==> config.mk <==
export PLATFORM = sky130hd
export DESIGN_NAME = oc8051_xram_guard
export DESIGN_NICKNAME = d
export VERILOG_FILES = /design/src/rtl/oc8051_xram_pkg.sv /design/src/rtl/oc8051_rr_arb.sv /design/src/rtl/oc8051_xram_guard.sv
export SDC_FILE = /design/constraint.sdc
export NUM_CORES = 1
export LEC_CHECK = 0
export ABC_AREA = 1
export CORE_MARGIN = 8
export CORE_UTILIZATION = 45
export CTS_CLUSTER_SIZE = 30
export DETAILED_ROUTE_END_ITERATION = 7
export GPL_ROUTABILITY_DRIVEN = 0
export PLACE_DENSITY_LB_ADDON = 0.15
export SLEW_MARGIN = 20
export SYNTH_ARGS = -nofsm -noshare
export SYNTH_HDL_FRONTEND = slang
export SYNTH_HIERARCHICAL = 1
export SYNTH_SLANG_ARGS = --single-unit
export TNS_END_PERCENT = 5
==> constraint.sdc <==
create_clock -name clk -period 4.26 [get_ports clk]
set_input_delay 1.065 -clock clk [delete_from_list [all_inputs] [get_ports clk]]
set_output_delay 1.065 -clock clk [all_outputs]
set_load 0.03 [all_outputs]
==> src/rtl/oc8051_xram_pkg.sv <==
// Shared definitions for the XRAM guard: FSM encoding, bus widths and the CPU accesser ID.
package oc8051_xram_pkg;
    localparam int XRAM_ADDR_W = 16;
    localparam int XRAM_DATA_W = 8;
    localparam logic [2:0] CPU_ID = 3'd0;

    typedef enum logic [2:0] {
        ST_IDLE,
        ST_CHECK,
        ST_MEM,
        ST_REG,
        ST_RESP
    } state_t;
endpackage

==> src/rtl/oc8051_rr_arb.sv <==
// Combinational round-robin arbiter: the first requester at or after ptr wins.
module oc8051_rr_arb #(
    parameter int NUM_MST = 4,
    localparam int IDX_W = $clog2(NUM_MST)
) (
    input  logic [NUM_MST-1:0] req,
    input  logic [IDX_W-1:0]   ptr,
    output logic [NUM_MST-1:0] grant,
    output logic [IDX_W-1:0]   idx
);
    int j;
    logic [IDX_W-1:0] k;

    always_comb begin
        grant = '0;
        idx   = '0;
        j     = 0;
        k     = '0;
        // Scan from the farthest slot down so the closest requester overwrites last.
        for (int i = NUM_MST - 1; i >= 0; i--) begin
            j = int'(ptr) + i;
            if (j >= NUM_MST) j = j - NUM_MST;
            k = IDX_W'(j);
            if (req[k]) begin
                grant    = '0;
                grant[k] = 1'b1;
                idx      = k;
            end
        end
    end
endmodule

==> src/rtl/oc8051_xram_guard.sv <==
// XRAM access guard: arbitrates masters, asks the page-table checker for a verdict,
// then routes to XRAM or the PT/IA register windows, or completes locally with an error.
module oc8051_xram_guard
    import oc8051_xram_pkg::*;
#(
    parameter int NUM_MST = 4,
    parameter int TIMEOUT = 255
) (
    input  logic                           clk,
    input  logic                           rst,
    input  logic [NUM_MST-1:0]             mst_req,
    input  logic [NUM_MST-1:0]             mst_wr,
    input  logic [XRAM_ADDR_W*NUM_MST-1:0] mst_addr,
    input  logic [XRAM_DATA_W*NUM_MST-1:0] mst_wdata,
    output logic [NUM_MST-1:0]             mst_ack,
    output logic [XRAM_DATA_W-1:0]         mst_rdata,
    output logic                           mst_err,
    output logic [XRAM_ADDR_W-1:0]         xram_addr,
    output logic [XRAM_DATA_W-1:0]         xram_data_in,
    output logic                           xram_wr,
    output logic                           xram_stb,
    output logic [2:0]                     accesser,
    input  logic                           wr_en,
    input  logic                           rd_en,
    input  logic                           pt_addr_range,
    input  logic                           ia_addr_range,
    output logic                           pt_stb,
    input  logic                           pt_ack,
    input  logic [XRAM_DATA_W-1:0]         pt_data_out,
    output logic                           ia_stb,
    input  logic                           ia_ack,
    input  logic [XRAM_DATA_W-1:0]         ia_data_out,
    output logic                           mem_stb,
    input  logic                           mem_ack,
    input  logic [XRAM_DATA_W-1:0]         mem_rdata
);
    localparam int IDX_W = $clog2(NUM_MST);

    state_t                 state;
    logic [IDX_W-1:0]       ptr;
    logic [7:0]             cnt;
    logic                   reg_pt;
    logic                   err_q;
    logic [XRAM_DATA_W-1:0] rdata_q;

    logic [NUM_MST-1:0]     grant;
    logic [IDX_W-1:0]       gidx;
    logic [XRAM_ADDR_W-1:0] sel_addr;
    logic [XRAM_DATA_W-1:0] sel_wdata;
    logic                   sel_wr;
    logic                   in_window;

    oc8051_rr_arb #(.NUM_MST(NUM_MST)) u_arb (
        .req   (mst_req),
        .ptr   (ptr),
        .grant (grant),
        .idx   (gidx)
    );

    always_comb begin
        sel_addr  = '0;
        sel_wdata = '0;
        sel_wr    = 1'b0;
        for (int i = 0; i < NUM_MST; i++) begin
            if (grant[i]) begin
                sel_addr  = mst_addr[XRAM_ADDR_W*i +: XRAM_ADDR_W];
                sel_wdata = mst_wdata[XRAM_DATA_W*i +: XRAM_DATA_W];
                sel_wr    = mst_wr[i];
            end
        end
    end

    assign in_window = pt_addr_range | ia_addr_range;

    // Strobes decode straight from state so an async reset drops them at once.
    assign xram_stb  = (state == ST_CHECK) && !in_window;
    assign mem_stb   = (state == ST_MEM);
    assign pt_stb    = (state == ST_REG) && reg_pt;
    assign ia_stb    = (state == ST_REG) && !reg_pt;
    assign mst_rdata = (state == ST_RESP) ? rdata_q : '0;
    assign mst_err   = (state == ST_RESP) && err_q;

    always_comb begin
        mst_ack = '0;
        for (int i = 0; i < NUM_MST; i++)
            mst_ack[i] = (state == ST_RESP) && (accesser == 3'(i));
    end

    always_ff @(posedge clk or negedge rst) begin
        if (!rst) begin
            state        <= ST_IDLE;
            ptr          <= '0;
            cnt          <= '0;
            reg_pt       <= 1'b0;
            err_q        <= 1'b0;
            rdata_q      <= '0;
            xram_addr    <= '0;
            xram_data_in <= '0;
            xram_wr      <= 1'b0;
            accesser     <= '0;
        end else begin
            case (state)
                ST_IDLE: if (|mst_req) begin
                    xram_addr    <= sel_addr;
                    xram_data_in <= sel_wdata;
                    xram_wr      <= sel_wr;
                    accesser     <= 3'(gidx);
                    state        <= ST_CHECK;
                end
                ST_CHECK: begin
                    cnt <= '0;
                    if (in_window && accesser == CPU_ID) begin
                        reg_pt <= pt_addr_range;
                        state  <= ST_REG;
                    end else if (!in_window && (xram_wr ? wr_en : rd_en)) begin
                        state <= ST_MEM;
                    end else begin
                        err_q   <= 1'b1;
                        rdata_q <= '0;
                        state   <= ST_RESP;
                    end
                end
                ST_MEM: begin
                    // An ack on the timeout cycle still wins.
                    if (mem_ack) begin
                        err_q   <= 1'b0;
                        rdata_q <= xram_wr ? '0 : mem_rdata;
                        state   <= ST_RESP;
                    end else if (cnt == 8'(TIMEOUT - 1)) begin
                        err_q   <= 1'b1;
                        rdata_q <= '0;
                        state   <= ST_RESP;
                    end else begin
                        cnt <= cnt + 8'd1;
                    end
                end
                ST_REG: begin
                    if (reg_pt ? pt_ack : ia_ack) begin
                        err_q   <= 1'b0;
                        rdata_q <= reg_pt ? pt_data_out : ia_data_out;
                        state   <= ST_RESP;
                    end else if (cnt == 8'(TIMEOUT - 1)) begin
                        err_q   <= 1'b1;
                        rdata_q <= '0;
                        state   <= ST_RESP;
                    end else begin
                        cnt <= cnt + 8'd1;
                    end
                end
                ST_RESP: begin
                    if (accesser == 3'(NUM_MST - 1)) ptr <= '0;
                    else                             ptr <= IDX_W'(accesser) + IDX_W'(1);
                    state <= ST_IDLE;
                end
                default: state <= ST_IDLE;
            endcase
        end
    end
endmodule

==> Flow_metrics.wiki <==
{| class="wikitable"
! Metric !! Value
|-
| Final worst clock skew || 0.00620 ns
|-
| Number of nets in the layout || 883
|-
| Area of all sequential standard cells || 1250 um2
|-
| Register bit total from synthesis || 50
|-
| Mean Syn Cell Area || 6.86 um2
|-
| Net count after synthesis || 717
|-
| Relative slew margins || 43.4%
|-
| Gates resized, CTS repair || 0
|-
| Hold slack || 0.506 ns
|-
| Final Setup Violations || 0
|-
| Crit start category || input port
|-
| Family with the most delay on the worst path || buffers and inverters
|-
| Number of rows created at floorplan || 34
|-
| Total count of max-transition violations in the final report || 0
|-
| Max IR drop VDD || 0.396 mV
|-
| IO Pins || 182
|-
| Critical Setup Path Class || in2out
|-
| Die width || 109 um
|-
| Sink count of the clock tree || 50
|-
| DRC violation count after routing || 0
|-
| Worst-case reg-to-reg path depth || 13
|-
| Fill count || 729
|-
| # hold bufs at CTS || 0
|-
| Deepest clock path buffer count || 2
|-
| MaxCap Viol Count || 0
|-
| Core Region || 8550 um2
|-
| Result of the run || finished, final reports clean
|-
| Combinational fraction of design power || 72.2%
|-
| Level count of the clock H-tree || 2
|-
| Critical path endpoint category || output pin
|-
| Clock latency on the worst-skew pair || 0.31 ns
|-
| Overall die area || 11900 um2
|-
| Worst R2R Setup Slack || 1.26 ns
|-
| Input/output buffers || 180
|-
| Mapped cell area || 3880 um2
|-
| Number of buffers inserted during clock tree synthesis || 5
|-
| Post-route ant nets || 0
|-
| Maximum fanout along the worst path || 3
|-
| Wire length of the first global-routing pass || 22300 um
|-
| Diodes inserted || 0
|-
| Clock tree from TritonCTS || yes
|-
| WL final || 13900 um
|-
| Initial core utilization || 45.4%
|-
| Share of cells above drive strength 1 || 7.91%
|-
| Total power density per cell area || 725 nW/um2
|-
| Sequential Power Share || 20.4%
|-
| Hold worst-path end || rdata_q[2]
|-
| Multi-input logic area || 2290 um2
|-
| Post-DP HPWL || 10900 um
|-
| Cell leakage power || 0.00253 uW
|-
| Detailed-route wire length per cell || 16.5 um
|-
| Fmax || 283 MHz
|-
| Number of search-and-repair iterations in the first detailed-routing pass || 5
|-
| Total global routing overflow || 0
|-
| Worst hold start || rdata_q[2]
|-
| Yosys Warn Count || 6
|-
| Startpoint of the worst-slack reg-to-reg timing path || ptr[0]
|-
| CP dominant cell by count || sky130_fd_sc_hd__clkdlybuf4s50_1
|-
| Setup_tns || 0 ns
|-
| Cell Int Power || 1950 uW
|-
| Largest net degree at the start of global routing || 30
|-
| Cell count after synthesis || 566
|-
| P_sw || 2280 uW
|-
| Post-CTS Setup Bufs || 0
|-
| First-iteration detailed-routing DRC count || 211
|-
| Clock-pin slew on the worst setup and hold paths || 0.09 ns
|-
| Worst min path class || reg2reg
|-
| Critical register-to-register path endpoint || xram_addr[15]
|-
| Total via count after detailed routing || 4457
|-
| Root Driver || sky130_fd_sc_hd__clkbuf_8
|-
| Buffers & Inverters on Critical Path || 2
|-
| Final hold vios || 0
|-
| Area growth syn-to-layout || 50.3%
|-
| Critical Path AT || 2.47 ns
|-
| Delay of the slowest critical-path stage || 0.72 ns
|-
| Relative contribution of the clock network to total power || 7.4%
|-
| Number of antenna violations at the first check in global routing || 0
|-
| Via density per instance || 5.30
|-
| Master of the slowest instance on the critical path || sky130_fd_sc_hd__clkdlybuf4s50_1
|-
| Synth unique cells || 37
|-
| List of cells traversed by the critical path || clkdlybuf4s50_1 -> nor4_1 -> clkdlybuf4s50_1
|-
| Sequential cell area fraction in the yosys report || 32.2%
|-
| Data required, critical path || 3.19 ns
|-
| Share of the clock period used by the worst path || 82.9%
|-
| Cells on Worst Hold Path || 2
|-
| Clock period minus final worst setup slack || 3.53 ns
|-
| Measured slew at the worst slew-check pin || 0.848 ns
|-
| Number of global-route vias before repair || 4706
|-
| Net switching fraction of the power || 53.8%
|-
| Setup repair after global routing missed its margin || no
|-
| Chip Height || 109 um
|-
| All-Layer GR Usage || 23.3%
|}
-- worst min-delay path, cell delays in order (launching register included) --
cell and delay, ns:
sky130_fd_sc_hd__dfrtp_1 0.35, sky130_fd_sc_hd__nand3_1 0.07, sky130_fd_sc_hd__nand2_1 0.06
-- logic make-up (layout without fill, tap and decap cells) --
group	Yosys count	count (layout)	synth area share [%]
adder cells (fa/ha/maj)	14	14	4.51
AND/OR/NAND/NOR	250	250	30.4
AO/OA/AOI/OAI	166	166	23.4
other	1	1	0.0966
buffers and inverters	83	250	8.96
flip-flops	50	50	32.2
XOR/XNOR	2	2	0.451
-- cell type report --
class	instances	share of cell area [%]
multi-input cells	433	39.2
repair buffers	185	31.5
flip-flops and latches	50	21.5
inverters	57	3.75
well taps	108	2.32
clock buffers	7	1.65
clock inverters	1	0.150
-- cell usage in the layout (no fill, tap or decap), types with 8 or more instances in the layout --
cell,count
sky130_fd_sc_hd__nor2_1,46
sky130_fd_sc_hd__dfrtp_1,50
sky130_fd_sc_hd__o211ai_1,25
sky130_fd_sc_hd__o21ai_0,16
sky130_fd_sc_hd__nand2_1,133
sky130_fd_sc_hd__clkdlybuf4s50_1,179
sky130_fd_sc_hd__nand2_2,8
sky130_fd_sc_hd__inv_1,47
sky130_fd_sc_hd__a21oi_1,113
sky130_fd_sc_hd__ha_1,14
sky130_fd_sc_hd__nand3_1,28
-- power groups by stage --
stage / combinational, uW / clock [uW] / sequential (uW)
final: 3050 / 314 / 862
after global routing: 3390 / 342 / 888
after CTS: 3060 / 325 / 862
after detailed placement: 3040 / 0 / 869
after global placement: 2980 / 0 / 857
after floorplan: 1920 / 0 / 1090
-- worst max path at each step --
stage                     endpoint  cells after the start          start  slack, ns
after floorplan           xram_stb                      1  ia_addr_range       1.14
after global placement    xram_stb                      3  ia_addr_range       0.73
after detailed placement  xram_stb                      3  pt_addr_range       0.72
after CTS                 xram_stb                      3  pt_addr_range       0.71
after global routing      xram_stb                      3  pt_addr_range       0.66
final                     xram_stb                      3  pt_addr_range       0.73
-- sequential cells by signal, summed over array words and instances (netlist names) --
register / flops
accesser: 2
cnt: 8
err_q: 1
ptr: 2
rdata_q: 8
reg_pt: 1
state: 3
xram_addr: 16
xram_data_in: 8
xram_wr: 1
-- layer usage --
layer / wire (um) / global-route usage [%] / vias up
met5: 0 / 0 / -
met4: 340 / 8.70 / 0
met3: 1590 / 9.46 / 21
met2: 6720 / 39.9 / 206
met1: 5220 / 25.3 / 2024
li1: - / - / 2206
-- through the flow --
stage | total power, uW | util, % | cell area [um2] | instances | setup slack, ns
2_1_floorplan | 3010 | - | 3880 | 566 | 1.14
3_3_place_gp | 3830 | 67.0 | 5730 | 833 | 0.730
3_5_place_dp | 3910 | 67.0 | 5730 | 833 | 0.717
4_1_cts | 4240 | 68.2 | 5830 | 841 | 0.713
5_1_grt | 4620 | 68.2 | 5830 | 841 | 0.657
6_report | 4230 | 68.2 | 5830 | 841 | 0.726
-- cell usage after synthesis --
master | n | area, um2
sky130_fd_sc_hd__nand2_1 | 133 | 499
sky130_fd_sc_hd__a21oi_1 | 113 | 566
sky130_fd_sc_hd__dfrtp_1 | 50 | 1250
sky130_fd_sc_hd__nor2_1 | 48 | 180
sky130_fd_sc_hd__inv_1 | 47 | 176
sky130_fd_sc_hd__nand3_1 | 28 | 140
sky130_fd_sc_hd__o211ai_1 | 25 | 188
sky130_fd_sc_hd__o21ai_0 | 16 | 80.1
sky130_fd_sc_hd__ha_1 | 14 | 175
sky130_fd_sc_hd__clkbuf_1 | 12 | 45.0
sky130_fd_sc_hd__buf_2 | 10 | 50.1
sky130_fd_sc_hd__nand2_2 | 8 | 50.1
sky130_fd_sc_hd__inv_2 | 7 | 26.3
sky130_fd_sc_hd__o22ai_1 | 7 | 43.8
sky130_fd_sc_hd__or2_2 | 7 | 43.8
sky130_fd_sc_hd__nand2_4 | 5 | 56.3
sky130_fd_sc_hd__nand3_2 | 3 | 30.0
sky130_fd_sc_hd__nand4_1 | 3 | 18.8
sky130_fd_sc_hd__nor2_2 | 3 | 18.8
sky130_fd_sc_hd__nor2_4 | 3 | 33.8
sky130_fd_sc_hd__o21ai_1 | 3 | 15.0
sky130_fd_sc_hd__buf_6 | 2 | 22.5
sky130_fd_sc_hd__inv_4 | 2 | 12.5
sky130_fd_sc_hd__nor2_8 | 2 | 40.0
sky130_fd_sc_hd__nor3_1 | 2 | 10.0
sky130_fd_sc_hd__xor2_1 | 2 | 17.5
sky130_fd_sc_hd__buf_1 | 1 | 3.75
sky130_fd_sc_hd__buf_4 | 1 | 7.51
sky130_fd_sc_hd__clkinv_1 | 1 | 3.75
sky130_fd_sc_hd__conb_1 | 1 | 3.75
sky130_fd_sc_hd__nand2_8 | 1 | 20.0
sky130_fd_sc_hd__nand3_4 | 1 | 17.5
sky130_fd_sc_hd__nand3b_1 | 1 | 7.51
sky130_fd_sc_hd__nor4_1 | 1 | 6.26
sky130_fd_sc_hd__o21bai_1 | 1 | 7.51
sky130_fd_sc_hd__o31ai_1 | 1 | 7.51
sky130_fd_sc_hd__or2_0 | 1 | 6.26
No activity file was read; power rests on OpenSTA's default activity.
